===== config.mk =====
export PLATFORM = sky130hd
export DESIGN_NAME = ceu_route_sequencer
export DESIGN_NICKNAME = d
export VERILOG_FILES = /design/src/rtl/ceu_route_sequencer.sv
export SDC_FILE = /design/constraint.sdc
export NUM_CORES = 1
export LEC_CHECK = 0
export BUFFER_PORTS_ARGS = -buffer_cell sky130_fd_sc_hd__buf_2
export CAP_MARGIN = 40
export CORE_UTILIZATION = 35
export DETAILED_ROUTE_END_ITERATION = 16
export GPL_TIMING_DRIVEN = 0
export HOLD_SLACK_MARGIN = 0.05
export PLACE_DENSITY = 0.54
export RECOVER_POWER = 50
export SLEW_MARGIN = 20
export SYNTH_ARGS = -nofsm -noshare
export SYNTH_HDL_FRONTEND = slang
export SYNTH_SLANG_ARGS = --single-unit

===== constraint.sdc =====
create_clock -name aclk -period 3.7 [get_ports aclk]
set_input_delay 0.37 -clock aclk [delete_from_list [all_inputs] [get_ports aclk]]
set_output_delay 0.37 -clock aclk [all_outputs]
set_load 0.01 [all_outputs]

===== src/rtl/ceu_route_sequencer.sv =====
// Route-word sequencer for the CEU data switch: stages control-plane route writes
// per region and commits them only between packets, gating the stream for one cycle.

module ceu_route_lane #(
    parameter int ID         = 0,
    parameter int ROUTE_BITS = 14,
    parameter int CNT_BITS   = 16
) (
    input  logic                  aclk,
    input  logic                  aresetn,
    input  logic                  wr,
    input  logic [ROUTE_BITS-1:0] wr_route,
    input  logic                  tvalid,
    input  logic                  tready,
    input  logic                  tlast,
    input  logic                  cnt_clr,
    output logic                  gate,
    output logic [ROUTE_BITS-1:0] route,
    output logic                  pend,
    output logic [CNT_BITS-1:0]   cnt
);
    typedef enum logic [1:0] {IDLE, BUSY, COMMIT} state_t;

    localparam logic [ROUTE_BITS-1:0] RST_ROUTE = ROUTE_BITS'({4'(ID), 10'h3FC});

    state_t                state, state_nxt;
    logic [ROUTE_BITS-1:0] stage;
    logic                  beat;

    assign gate = (state != COMMIT);
    assign beat = tvalid && tready && gate;

    // A write landing this cycle counts as pending so an idle region commits next cycle.
    always_comb begin
        state_nxt = state;
        unique case (state)
            IDLE: begin
                if (beat && !tlast)
                    state_nxt = BUSY;
                else if (!beat && (pend || wr))
                    state_nxt = COMMIT;
            end
            BUSY: begin
                if (beat && tlast)
                    state_nxt = IDLE;
            end
            COMMIT:  state_nxt = IDLE;
            default: state_nxt = IDLE;
        endcase
    end

    always_ff @(posedge aclk or negedge aresetn) begin
        if (!aresetn) begin
            state <= IDLE;
            stage <= '0;
            pend  <= 1'b0;
            route <= RST_ROUTE;
            cnt   <= '0;
        end else begin
            state <= state_nxt;
            if (wr) begin
                stage <= wr_route;
                pend  <= 1'b1;
            end else if (state == COMMIT) begin
                pend  <= 1'b0;
            end
            if (state == COMMIT)
                route <= stage;
            if (cnt_clr)
                cnt <= '0;
            else if (beat && tlast && (cnt != '1))
                cnt <= cnt + 1'b1;
        end
    end
endmodule

module ceu_route_sequencer #(
    parameter int N_ID       = 6,
    parameter int ROUTE_BITS = 14,
    parameter int CNT_BITS   = 16
) (
    input  logic                                aclk,
    input  logic                                aresetn,
    input  logic                                cfg_valid,
    output logic                                cfg_ready,
    input  logic [3:0]                          cfg_region,
    input  logic [ROUTE_BITS-1:0]               cfg_route,
    input  logic [N_ID-1:0]                     mon_tvalid,
    input  logic [N_ID-1:0]                     mon_tready,
    input  logic [N_ID-1:0]                     mon_tlast,
    output logic [N_ID-1:0]                     gate,
    output logic [N_ID-1:0][ROUTE_BITS-1:0]     route_out,
    output logic [N_ID-1:0]                     pend,
    output logic [N_ID-1:0][CNT_BITS-1:0]       pkt_cnt,
    input  logic                                cnt_clr,
    output logic [1:0]                          cfg_err,
    input  logic                                err_clr
);
    logic [N_ID-1:0] wr_sel;
    logic            bad_region, bad_dest, acc;

    always_comb begin
        bad_region = int'(cfg_region) >= N_ID;
        bad_dest   = int'(cfg_route[ROUTE_BITS-1 -: 4]) >= 2 * N_ID;
        cfg_ready  = 1'b1;
        for (int i = 0; i < N_ID; i++)
            if (cfg_region == 4'(i))
                cfg_ready = !pend[i];
        acc = cfg_valid && cfg_ready;
        for (int i = 0; i < N_ID; i++)
            wr_sel[i] = acc && !bad_region && !bad_dest && (cfg_region == 4'(i));
    end

    // New errors OR in after the clear so a same-cycle error survives err_clr.
    always_ff @(posedge aclk or negedge aresetn) begin
        if (!aresetn)
            cfg_err <= 2'b00;
        else
            cfg_err <= (err_clr ? 2'b00 : cfg_err)
                     | {acc && !bad_region && bad_dest, acc && bad_region};
    end

    for (genvar g = 0; g < N_ID; g++) begin : g_lane
        ceu_route_lane #(
            .ID         (g),
            .ROUTE_BITS (ROUTE_BITS),
            .CNT_BITS   (CNT_BITS)
        ) u_lane (
            .aclk     (aclk),
            .aresetn  (aresetn),
            .wr       (wr_sel[g]),
            .wr_route (cfg_route),
            .tvalid   (mon_tvalid[g]),
            .tready   (mon_tready[g]),
            .tlast    (mon_tlast[g]),
            .cnt_clr  (cnt_clr),
            .gate     (gate[g]),
            .route    (route_out[g]),
            .pend     (pend[g]),
            .cnt      (pkt_cnt[g])
        );
    end
endmodule


==> flow_summary.yaml, run 1 <==
placement:
  routabilityCongestion: 0.8215
  port_buffers: 232
  numPlacedInstances: 1802
  preCtsSetupSlack_ps: 1080
  dp_hpwl_mm: 23.58
layout:
  mostFrequentLayoutCell: "sky130_fd_sc_hd__dfrtp_1"
  syn2layout_area_growth_pct: 21.88
  layout-drive-gt1-share_pct: 23.70
  final_nets: 1427
  layout.cells.non_filler: 1866
  antennaDiodeCount: 0
  final_cell_mix: "sky130_fd_sc_hd__dfrtp_1, sky130_fd_sc_hd__clkbuf_1, sky130_fd_sc_hd__nand2_1, sky130_fd_sc_hd__mux2_2, sky130_fd_sc_hd__nor2_1"
global_route:
  grt.met2_usage_pct: 27.30
  grt_pass1_wl_mm: 51.63
  grt.met3_usage_pct: 4.878
  gr-max-usage-layer: "met2"
  first_global_vias: 9005
  antenna_found_initial: 0
  use_met1_pct: 24.95
  globalRoute.totalOverflow: 0
  gr-usage-all-layers_pct: 17.91
  grt_start_max_net_pins: 92
critical_path:
  path_cells: "dlygate4sd3_1 -> clkbuf_1 -> buf_16 -> buf_16"
  worst_path_most_repeated_cell: "sky130_fd_sc_hd__buf_16"
  path_class: "in2async"
  maximum_fanout_along_the_worst_path: 91
  worst_setup_path_start_kind: "input pin"
  critical_path_buf_inv_count: 4
  critical-path-max-stage-delay_ps: 1610
  worstSetupEndpointType: "async pin"
  timing.critical_path.slowest_stage_cell: "sky130_fd_sc_hd__clkbuf_1"
  r2r_setup_slack_ps: 1200
  worstPathRequired_ps: 4290
  worstPathArrival_ps: 3450
  family_with_the_most_delay_on_the_worst_path: "buffers and inverters"
yosys:
  ys_seq_area_share_pct: 56.78
  syn-instance-count: 1104
  synth_flop_cell: "sky130_fd_sc_hd__dfrtp_1"
  ys_async_sr_fraction_pct: 100.0
  synth_top_cell_area_share_pct: 45.34
  synth_edf_count: 0
  yosysWarnings: 0
  yosys-top-cells-area: "sky130_fd_sc_hd__dfrtp_1, sky130_fd_sc_hd__dfstp_2, sky130_fd_sc_hd__mux2_2, sky130_fd_sc_hd__nand2_1, sky130_fd_sc_hd__xnor2_1"
  synth_area_leader_cell: "sky130_fd_sc_hd__dfrtp_1"
  mappedNetlistArea_um2: 12640
  synth.lib_cells_used.distinct: 58
  synth_seq_cells: 284
  syn_avg_cell_area_um2: 11.45
  mappedNetlistNets: 1151
routing:
  drcViolationCount: 0
  firstDrtPassIters: 5
  via_per_inst: 4.987
  final_antenna_net_count: 0
  route.final.wire_length_mm: 32.92
  routed-via-count: 9306
  wire_per_inst_um: 17.64
  drt-initial-drc-count: 386
run_status:
  violated_checks: "max-capacitance violations, max-slew violations"
  status: "finished, violations left"
worst_hold_path:
  hold_path_class: "in2reg"
pwr:
  max-vdd-ir-drop_mv: 0.4070
  power_density_over_the_cells_nw_per_um2: 644.8
  power.static_leakage_uw: 0.006611
  p_sw_share_pct: 29.08
  switching_power_uw: 2889
  power_frac_comb_pct: 20.9
  internal_power_uw: 7043
  power.share.sequential_pct: 45.7
  p_clk_share_pct: 33.4
timing:
  setup_ws_ps: 836.7
  final_hold_viol_count: 0
  grt_setup_unrepaired: "no"
  max_freq_mhz: 349.2
  max_slew.worst_pin.slew_ps: 2271
  layout_worst_path_cycle_share_pct: 77.39
  timing.final.max_slew_violations: 35
  timing.clock.skew_ps: 20.35
  slew-limit-headroom_pct: -51.42
  finalSetupViolations: 0
  min_period_ps: 2863
  setup_tns_ps: 0
cts:
  postCtsSetupRepairBufs: 0
  tritoncts_clock_tree: "yes"
  clock_tree.root_cell: "sky130_fd_sc_hd__clkbuf_16"
  cts_buffers: 34
  clock_insertion_delay_worst_skew_ps: 510
  clkTransAtPathRegs_ps: 60
  sink_count_of_the_clock_tree: 284
  cts-root-to-sink-buffers: 3
  cts.htree.levels: 2
flow_run:
  max_cap_violations: 1
die:
  die-area_um2: 36870
  placementRows: 69
  die_w_um: 192.0
  core_region_area_um2: 35570
  initial_utilization_pct: 35.53
  ioPinCount: 236
  die_h_um: 192.0
-- kinds of logic (layout without fill, tap and decap cells) --
| logic type | Yosys count | after routing | share of synthesized area (%) |
|---|---|---|---|
| adder cells (fa/ha/maj) | 6 | 6 | 0.5940 |
| AO/OA/AOI/OAI | 101 | 101 | 5.633 |
| AND/OR/NAND/NOR | 437 | 437 | 16.80 |
| XOR/XNOR | 64 | 64 | 4.435 |
| multiplexers | 136 | 136 | 12.78 |
| flip-flops | 284 | 284 | 56.78 |
| buffers and inverters | 76 | 377 | 2.980 |
-- area by class of cell --
type	instances	area, µm²
Clock inverter	5	53.80
Fill cell	3565	20170
Clock buffer	56	1065
Tap cell	461	576.8
Multi-Input combinational cell	744	5086
Buffer	53	290.3
Timing Repair Buffer	240	1070
Inverter	23	86.33
Sequential cell	284	7176
-- layer usage --
metal | vias up | routed length, µm
met4 | 0 | 638
met2 | 227 | 14820
met1 | 4602 | 15110
met3 | 48 | 2348
met5 | - | 0
li1 | 4429 | -
-- worst register-to-register path: stages, from the launching register on --
cell and delay, ps:
sky130_fd_sc_hd__dfrtp_1 440, sky130_fd_sc_hd__mux2_4 290, sky130_fd_sc_hd__a32oi_2 250, sky130_fd_sc_hd__a32oi_4 150, sky130_fd_sc_hd__nor4_4 650, sky130_fd_sc_hd__buf_6 280
sky130_fd_sc_hd__mux2_4 320
-- repair_timing --
item	in CTS	in global routing
resized for setup	0	0
hold buffers	1	0
endpoints found under the hold margin	34	0
-- power groups by stage --
stage | combinational (µW) | clock, µW | sequential, µW
after floorplan | 1070 | 0 | 4710
after global placement | 2200 | 0 | 4560
after detailed placement | 2230 | 0 | 4580
after CTS | 2240 | 3430 | 4540
after global routing | 2330 | 3540 | 4650
final | 2080 | 3320 | 4530
-- final timing paths --
check	start	to	cells after the start
setup reg to reg	g_lane[3].u_lane.pend	g_lane[2].u_lane.stage[8]	6
setup / recovery	aresetn	g_lane[0].u_lane.route[2]	4
max in group aclk	g_lane[1].u_lane.state[1]	gate[1]	5
hold / removal	err_clr	cfg_err[0]	3
min in group asynchronous	aresetn	g_lane[2].u_lane.route[12]	2
hold reg to reg	g_lane[4].u_lane.state[1]	g_lane[4].u_lane.state[0]	1
-- flip-flops by register name, summed over array words and instances, names as in the netlist --
signal	count
g_lane.u_lane.route	84
g_lane.u_lane.stage	84
g_lane.u_lane.state	12
g_lane.u_lane.cnt	96
cfg_err	2
g_lane.u_lane.pend	6
-- cell usage after synthesis, drive strengths merged, types with 8 or more instances --
master  count
dfrtp     229
nand2     162
mux2      128
nor2       95
xnor2      62
dfstp      55
a21oi      36
nand3      36
clkbuf     33
nor3       29
nand4      23
nor4       23
inv        22
a211oi     21
and3       20
buf        20
or3         9
and2        8
and4        8
mux2i       8
-- per-stage QoR --
stage | instance area [µm²] | power (µW) | util, % | hold slack [ps]
finish | 15400 | 9932 | 43.31 | 133.2
detailed placement | 14490 | 6814 | 40.72 | 275.1
CTS | 15610 | 10210 | 43.90 | 111.9
floorplan | 12640 | 5776 | - | 74.41
global placement | 14380 | 6753 | 40.42 | 417.1
global route | 15400 | 10510 | 43.31 | 135.9
Power figures use the tool's default switching activity.
==> run 2, diff against run 1 <==
==> constraint.sdc (replaced) <==
create_clock -name aclk -period 2.9 [get_ports aclk]
set_input_delay 0.29 -clock aclk [delete_from_list [all_inputs] [get_ports aclk]]
set_output_delay 0.29 -clock aclk [all_outputs]
set_load 0.01 [all_outputs]
==> run 2 against run 1 <==
  * The flow still finishes with violations (max-capacitance violations, max-slew violations)
  * Cell count increased by 0.21%
  * Utilization about the same
  * Sequential share of layout area about the same
  * Critical endpoint is now gate[2]
  * Highest routed layer unchanged
==> flow_summary.yaml, run 2 (synthesis gave the netlist of run 1 again) <==
global_route:
  grt_start_max_net_pins: 92
  first_global_vias: 9019
  globalRoute.totalOverflow: 0
  grt_pass1_wl_mm: 51.67
  gr-usage-all-layers_pct: 17.93
  antenna_found_initial: 0
timing:
  grt_setup_unrepaired: "no"
  final_hold_viol_count: 0
  timing.final.max_slew_violations: 161
  setup_tns_ps: 0
  min_period_ps: 2693
  max_slew.worst_pin.slew_ps: 1913
  hold-worst-slack_ps: 87.76
  max_freq_mhz: 371.4
  setup_ws_ps: 207.4
  layout_worst_path_cycle_share_pct: 92.85
  slew-limit-headroom_pct: -27.51
  finalSetupViolations: 0
  timing.clock.skew_ps: 19.90
die:
  die-area_um2: 36870
  die_h_um: 192.0
  ioPinCount: 236
  die_w_um: 192.0
  core_region_area_um2: 35570
  placementRows: 69
  initial_utilization_pct: 35.53
layout:
  syn2layout_area_growth_pct: 21.90
  layout-drive-gt1-share_pct: 23.63
  antennaDiodeCount: 0
  mostFrequentLayoutCell: "sky130_fd_sc_hd__dfrtp_1"
  layout.cells.non_filler: 1870
  largest_register_ff_count: 96
  regMostFlops: "g_lane.u_lane.cnt"
  final_nets: 1431
  final_cell_mix: "sky130_fd_sc_hd__dfrtp_1, sky130_fd_sc_hd__clkbuf_1, sky130_fd_sc_hd__nand2_1, sky130_fd_sc_hd__mux2_2, sky130_fd_sc_hd__nor2_1"
  biggestRegsByFlops: "g_lane.u_lane.cnt (96), g_lane.u_lane.route (84), g_lane.u_lane.stage (84)"
pwr:
  max-vdd-ir-drop_mv: 0.5275
  power_frac_comb_pct: 20.9
  switching_power_uw: 3690
  internal_power_uw: 8981
  p_sw_share_pct: 29.12
  totalPowerFinal_uw: 12670
  power.share.sequential_pct: 45.7
  p_clk_share_pct: 33.4
  power_density_over_the_cells_nw_per_um2: 822.5
  power.static_leakage_uw: 0.006598
placement:
  dp_hpwl_mm: 23.58
  preCtsSetupSlack_ps: 359.8
  port_buffers: 232
  numPlacedInstances: 1802
  routabilityCongestion: 0.8215
run_status:
  violated_checks: "max-capacitance violations, max-slew violations"
  status: "finished, violations left"
routing:
  routed-via-count: 9325
  route.final.wire_length_mm: 33.00
  final_antenna_net_count: 0
  wire_per_inst_um: 17.64
  drcViolationCount: 0
  firstDrtPassIters: 4
  drt-initial-drc-count: 372
  via_per_inst: 4.987
critical_path:
  timing.reg2reg.worst_path_depth: 6
  worstSetupEndpointType: "output port"
  path_class: "reg2out"
  endpoint_of_the_lowest_slack_register_to_register_path: "g_lane[2].u_lane.stage[8]"
  worstPathArrival_ps: 2400
  timing.rr.start: "g_lane[3].u_lane.pend"
  maximum_fanout_along_the_worst_path: 10
  r2r_setup_slack_ps: 410
  worstPathRequired_ps: 2610
  worst_setup_path_start_kind: "flip-flop"
cts:
  clock_insertion_delay_worst_skew_ps: 510
  tritoncts_clock_tree: "yes"
  cts_buffers: 34
  clock_tree.root_cell: "sky130_fd_sc_hd__clkbuf_16"
  clkTransAtPathRegs_ps: 60
  cts.htree.levels: 2
  sink_count_of_the_clock_tree: 284
  cts-root-to-sink-buffers: 3
flow_run:
  max_cap_violations: 2
worst_hold_path:
  hold_path_depth: 3
  hold_path_startpoint: "mon_tready[0]"
  hold_path_class: "in2reg"
  worst_hold_endpoint: "g_lane[0].u_lane.state[1]"
run 2: worst max path at each step:
stage | from | depth (start not counted) | to
global placement | aresetn | 1 | g_lane[3].u_lane.cnt[9]
finish | g_lane[2].u_lane.state[1] | 5 | gate[2]
global route | aresetn | 3 | g_lane[5].u_lane.cnt[9]
floorplan | cfg_region[1] | 7 | g_lane[0].u_lane.stage[10]
CTS | g_lane[1].u_lane.state[1] | 5 | gate[1]
detailed placement | cfg_region[1] | 7 | g_lane[2].u_lane.stage[11]
run 2: layer usage:
layer / wire length [µm] / global-route usage [%] / vias to the layer above
met5: 0 / 0 / -
met4: 639 / 4.755 / 0
met3: 2257 / 4.878 / 48
met2: 14860 / 27.35 / 217
met1: 15240 / 24.95 / 4637
li1: - / - / 4423
run 2: critical path: stages (launching register included):
cell,delay [ps]
sky130_fd_sc_hd__dfrtp_1,390
sky130_fd_sc_hd__nand2b_1,150
sky130_fd_sc_hd__clkbuf_1,470
sky130_fd_sc_hd__clkbuf_1,550
sky130_fd_sc_hd__buf_4,210
sky130_fd_sc_hd__buf_2,120
run 2: area by class of cell:
cell class                 instances  area, µm²
fill                            3562      20160
sequential                       284       7176
multi-input combinational        744       5089
clock buffer                      56       1065
timing repair buffer             244       1064
tap                              461      576.8
buffer                            53      292.8
inverter                          23      90.09
clock inverter                     5      53.80
run 2: stage by stage:
| step | util [%] | instance area, µm² |
|---|---|---|
| final | 43.31 | 15410 |
| after global routing | 43.31 | 15410 |
| after CTS | 43.95 | 15630 |
| after detailed placement | 40.72 | 14490 |
| after global placement | 40.42 | 14380 |
| after floorplan | - | 12640 |
run 2: power by group through the flow:
stage / registers (µW) / clock network (µW) / logic, µW
detailed placement: 5840 / 0 / 2850
floorplan: 6010 / 0 / 1360
global route: 5930 / 4510 / 2970
CTS: 5790 / 4370 / 2870
global placement: 5810 / 0 / 2800
finish: 5790 / 4230 / 2650
run 2: what timing repair did:
action,CTS,global route
hold buffers,3,0
resized for setup,0,6
setup buffers,0,2
setup endpoints to repair,0,4
hold endpoints to repair,35,0
